==> src/rtl/interrupt_controller.sv <==
// Interrupt entry sequencer for the 2A03 core: synchronises /NMI and /IRQ,
// latches NMI edges, and forces a BRK through the instruction controller for
// NMI, IRQ and RESET, including NMI hijack of an in-flight IRQ sequence.
module interrupt_controller (
   input  logic       sys_clock,
   input  logic       rst,
   input  logic       clk_phase_1,
   input  logic       nmi_n,
   input  logic       irq_n,
   input  logic       i_flag,
   input  logic       poll,
   input  logic [2:0] next_cycle,
   input  logic [2:0] cycle,
   input  logic       vector_done,
   output logic       interrupt_flag,
   output logic       is_hw_interrupt,
   output logic       suppress_writes,
   output logic [7:0] vector_lo,
   output logic       nmi_pending
);

   typedef enum logic [1:0] {
      StIdle,
      StPending,
      StService
   } state_e;

   typedef enum logic [1:0] {
      SrcNone,
      SrcIrq,
      SrcNmi,
      SrcReset
   } source_e;

   logic    r_nmi_s1;
   logic    r_nmi_s2;
   logic    r_irq_s1;
   logic    r_irq_s2;
   logic    r_nmi_prev;
   logic    r_nmi_pending;
   state_e  r_state;
   source_e r_source;

   state_e  w_state_next;
   source_e w_source_next;
   logic    w_nmi_edge;
   logic    w_nmi_clear;
   logic    w_irq_active;

   // Pin synchronisers run on every sys_clock, independent of the phase enable.
   always_ff @(posedge sys_clock or negedge rst) begin
      if (!rst) begin
         r_nmi_s1 <= 1'b1;
         r_nmi_s2 <= 1'b1;
         r_irq_s1 <= 1'b1;
         r_irq_s2 <= 1'b1;
      end else begin
         r_nmi_s1 <= nmi_n;
         r_nmi_s2 <= r_nmi_s1;
         r_irq_s1 <= irq_n;
         r_irq_s2 <= r_irq_s1;
      end
   end

   assign w_nmi_edge   = r_nmi_prev & ~r_nmi_s2;
   assign w_irq_active = ~r_irq_s2 & ~i_flag;

   // Next-state decode; vector_done takes priority over a late hijack.
   always_comb begin
      w_state_next  = r_state;
      w_source_next = r_source;
      w_nmi_clear   = 1'b0;
      case (r_state)
         StIdle: begin
            if (poll) begin
               if (r_nmi_pending) begin
                  w_source_next = SrcNmi;
                  w_state_next  = StPending;
               end else if (w_irq_active) begin
                  w_source_next = SrcIrq;
                  w_state_next  = StPending;
               end
            end
         end
         StPending: begin
            if (next_cycle == 3'd1) begin
               w_state_next = StService;
            end
         end
         StService: begin
            if (vector_done) begin
               w_nmi_clear   = (r_source == SrcNmi);
               w_state_next  = StIdle;
               w_source_next = SrcNone;
            end else if ((r_source == SrcIrq) && r_nmi_pending && (cycle <= 3'd4)) begin
               w_source_next = SrcNmi;
            end
         end
         default: begin
            w_state_next  = StPending;
            w_source_next = SrcReset;
         end
      endcase
   end

   // Phase-1 state update; a fresh NMI edge wins over a same-cycle clear.
   always_ff @(posedge sys_clock or negedge rst) begin
      if (!rst) begin
         r_state       <= StPending;
         r_source      <= SrcReset;
         r_nmi_prev    <= 1'b1;
         r_nmi_pending <= 1'b0;
      end else if (clk_phase_1) begin
         r_state    <= w_state_next;
         r_source   <= w_source_next;
         r_nmi_prev <= r_nmi_s2;
         if (w_nmi_edge) begin
            r_nmi_pending <= 1'b1;
         end else if (w_nmi_clear) begin
            r_nmi_pending <= 1'b0;
         end
      end
   end

   // Outputs decode purely from registered state.
   always_comb begin
      interrupt_flag  = (r_state == StPending);
      is_hw_interrupt = (r_state != StIdle);
      suppress_writes = (r_source == SrcReset);
      nmi_pending     = r_nmi_pending;
      case (r_source)
         SrcNmi:   vector_lo = 8'hFA;
         SrcReset: vector_lo = 8'hFC;
         default:  vector_lo = 8'hFE;
      endcase
   end

endmodule
==> config.mk <==
export PLATFORM = sky130hd
export DESIGN_NAME = interrupt_controller
export DESIGN_NICKNAME = d
export VERILOG_FILES = /design/src/rtl/interrupt_controller.sv
export SDC_FILE = /design/constraint.sdc
export NUM_CORES = 1
export LEC_CHECK = 0
export ABC_AREA = 1
export CAP_MARGIN = 15
export CORE_MARGIN = 2
export CORE_UTILIZATION = 43
export CTS_CLUSTER_SIZE = 14
export DETAILED_ROUTE_END_ITERATION = 7
export PLACE_DENSITY = 0.85
export SLEW_MARGIN = 20
export SYNTH_ARGS = -nofsm -noshare
export SYNTH_HDL_FRONTEND = slang
export SYNTH_SLANG_ARGS = --single-unit
export TNS_END_PERCENT = 10
==> constraint.sdc <==
create_clock -name sys_clock -period 4.3 [get_ports sys_clock]
set_clock_uncertainty 0.2 [all_clocks]
set_input_delay 1.075 -clock sys_clock [delete_from_list [all_inputs] [get_ports sys_clock]]
set_output_delay 1.075 -clock sys_clock [all_outputs]
set_load 0.05 [all_outputs]
==> results_dict.tcl <==
set metrics [dict create \
    cp.required_ns 3.02 \
    routedWlPerCell_um 9.68 \
    root_buffer "clkbuf_4" \
    fill_cells 130 \
    worst-path-max-fanout 5 \
    vias 518 \
    drive_gt1_share_pct 19.4 \
    final.period_utilization_pct 75.8 \
    grt_max_degree 11 \
    cts_tree "built" \
    core_area_um2 1320 \
    start_util_pct 46.3 \
    ff2ff_setup_slack_ns 2.61 \
    cts-resized-gates 0 \
    hold_viol 0 \
    synth_top_area_share_pct 34.4 \
    netlist_area_um2 611 \
    period_needed_ns 3.26 \
    irDropWorstVdd_v 0.000294 \
    overflow 0 \
    arrival_ns 1.99 \
    ys_ff_latch 10 \
    clk_path_buf_depth 2 \
    stdcell_count 113 \
    worstSetupPathType "flip-flop to output pin" \
    synthCells 78 \
    syn_avg_cell_area_um2 7.83 \
    io_buffers 19 \
    slew_headroom_pct 66.4 \
    grt_antenna_before_repair 0 \
    r2r-start "r_state[0]$_DFFE_PN1P_" \
    yosysTopAreaCell "dfstp_2" \
    clk_latency_ns 0.26 \
    synth.area.top_cells "dfstp_2 34%, nand2_1 13%, dfrtp_1 8.2%" \
    num-nets-final 117 \
    io_pins 26 \
    n_antenna_cell 0 \
    routed_via_density 4.58 \
    pwr_density_cell_nw_per_um2 658 \
    hp-class "flip-flop to flip-flop" \
    status "completed" \
    tightestPinTransition_ns 0.502 \
    multi_input_area_um2 268 \
    cp-start-kind "flip-flop" \
    synthToLayoutAreaGrowth_pct 33.0 \
    p_total_mw 0.534 \
    rows 13 \
    finalMaxSlewViolations 0 \
    crit_path_end_kind "output pin" \
    wl_mm 1.09 \
    placedCellCount 110 \
    post-dp-hpwl_um 928 \
    cts_hold_buf 0 \
    cp-endpoint "is_hw_interrupt" \
    drv_cap 0 \
    drt-pass1-iter-count 4 \
    synth_cell_types 19 \
    cts_setup_buffers 0 \
    die_width_um 41.7 \
    r2r_end "r_state[1]$_DFFE_PN0P_" \
    die_area_um2 1740 \
    grtUsageTotal_pct 15.4 \
    grt_pass1_wl_mm 2.04 \
    clk_pin_slew_ns 0.06 \
    detail-route-antenna-nets 0 \
    yosysWarnings 0 \
    max_freq_mhz 307 \
    reg2regPathDepth 8 \
    gp_congestion 0.755 \
    holdWs_ns 0.147 \
    drc 0 \
    drtIter0Drc 6 \
    finalSetupViolations 0 \
    clock-sinks 10 \
    htreeDepth 1 \
    cts_buffers 3 \
    fin_setup_tns_ns 0 \
    ff_latch_area_um2 260 \
    die_y_um 41.7 \
    cp-startpoint "r_state[0]$_DFFE_PN1P_" \
    p_leak_nw 0.394 \
    ys_seq_area_share_pct 42.6 \
    rsz0062_at_grt "false" \
    grt_pass1_vias 511 \
]
[critical path, cell delays in order (launching register included)]
cell	delay, ns
dfstp_2	0.54
inv_1	0.06
ha_1	0.22
inv_2	0.10
clkdlybuf4s50_1	0.81
[power by group]
group	internal, mW	switching, mW
clock	0.0321	0.0275
sequential	0.131	0.0204
combinational	0.109	0.214
[area by class of cell]
type | count | area share, %
Clock buffer | 3 | 2.77
Inverter | 14 | 6.47
Multi-Input combinational cell | 52 | 33.0
Sequential cell | 10 | 32.0
Tap cell | 15 | 2.31
Timing Repair Buffer | 19 | 23.4
[cell families (layout without fill, tap and decap cells)]
group	count (synthesis)	in the layout	share of synthesized area, %
AOI/OAI and AO/OA	6	6	5.53
adders and majority gates	3	3	6.15
buffers and inverters	20	36	16.0
DFF	10	10	42.6
other	2	6	1.23
and+or+nand+nor	37	37	28.5
[worst min path at each step]
| stage | cells past startpoint | endpoint | start |
|---|---|---|---|
| detailed placement | 0 | r_irq_s2$_DFF_PN1_ | r_irq_s1$_DFF_PN1_ |
| floorplan | 0 | r_irq_s2$_DFF_PN1_ | r_irq_s1$_DFF_PN1_ |
| finish | 0 | r_irq_s2$_DFF_PN1_ | r_irq_s1$_DFF_PN1_ |
| global route | 0 | r_irq_s2$_DFF_PN1_ | r_irq_s1$_DFF_PN1_ |
| global placement | 0 | r_irq_s2$_DFF_PN1_ | r_irq_s1$_DFF_PN1_ |
| CTS | 0 | r_irq_s2$_DFF_PN1_ | r_irq_s1$_DFF_PN1_ |
[cells in the mapped netlist, drive strengths merged]
library cell	n
nand4	2
nand3b	1
nand3	5
dfrtp	2
or2	1
o21ai	4
dfstp	8
buf	6
nor2	6
inv	14
ha	3
a21oi	2
conb	2
nand2	22
[per-stage QoR]
step	area (µm²)	util, %	worst slack, ns
2_1_floorplan	626	-	1.75
3_3_place_gp	790	59.9	1.34
3_5_place_dp	790	59.9	1.30
4_1_cts	812	61.6	1.02
5_1_grt	812	61.6	0.965
6_report	812	61.6	1.04
[state kept, by name (all words and copies together), names as in the netlist]
register / cells
nmi_pending: 1
r_irq_s1: 1
r_irq_s2: 1
r_nmi_prev: 1
r_nmi_s1: 1
r_nmi_s2: 1
r_source: 2
r_state: 2
[metal layers]
metal  part of all wire (%)  GRT usage, %  up-vias
met4                    1.1          5.81        0
met2                     52          28.4       20
li1                       -             -      269
met1                     40          15.6      227
met3                    6.9          5.65        2
met5                      0             0        -
[placed cells by master, fill, tap and decap left out]
master           netlist  routed
inv_1                 12      12
nor2_4                 1       1
clkdlybuf4s50_1        0      19
or2_4                  1       1
clkbuf_4               0       3
dfrtp_1                2       2
nor2_2                 2       2
inv_2                  2       2
o21ai_0                4       4
nand4_1                2       2
nand2_2                1       1
nand2_1               21      21
nand3b_1               1       1
nand3_1                5       5
conb_1                 2       6
nor2_1                 3       3
dfstp_2                8       8
a21oi_2                1       1
ha_1                   3       3
a21oi_1                1       1
Power figures use the tool's default switching activity.
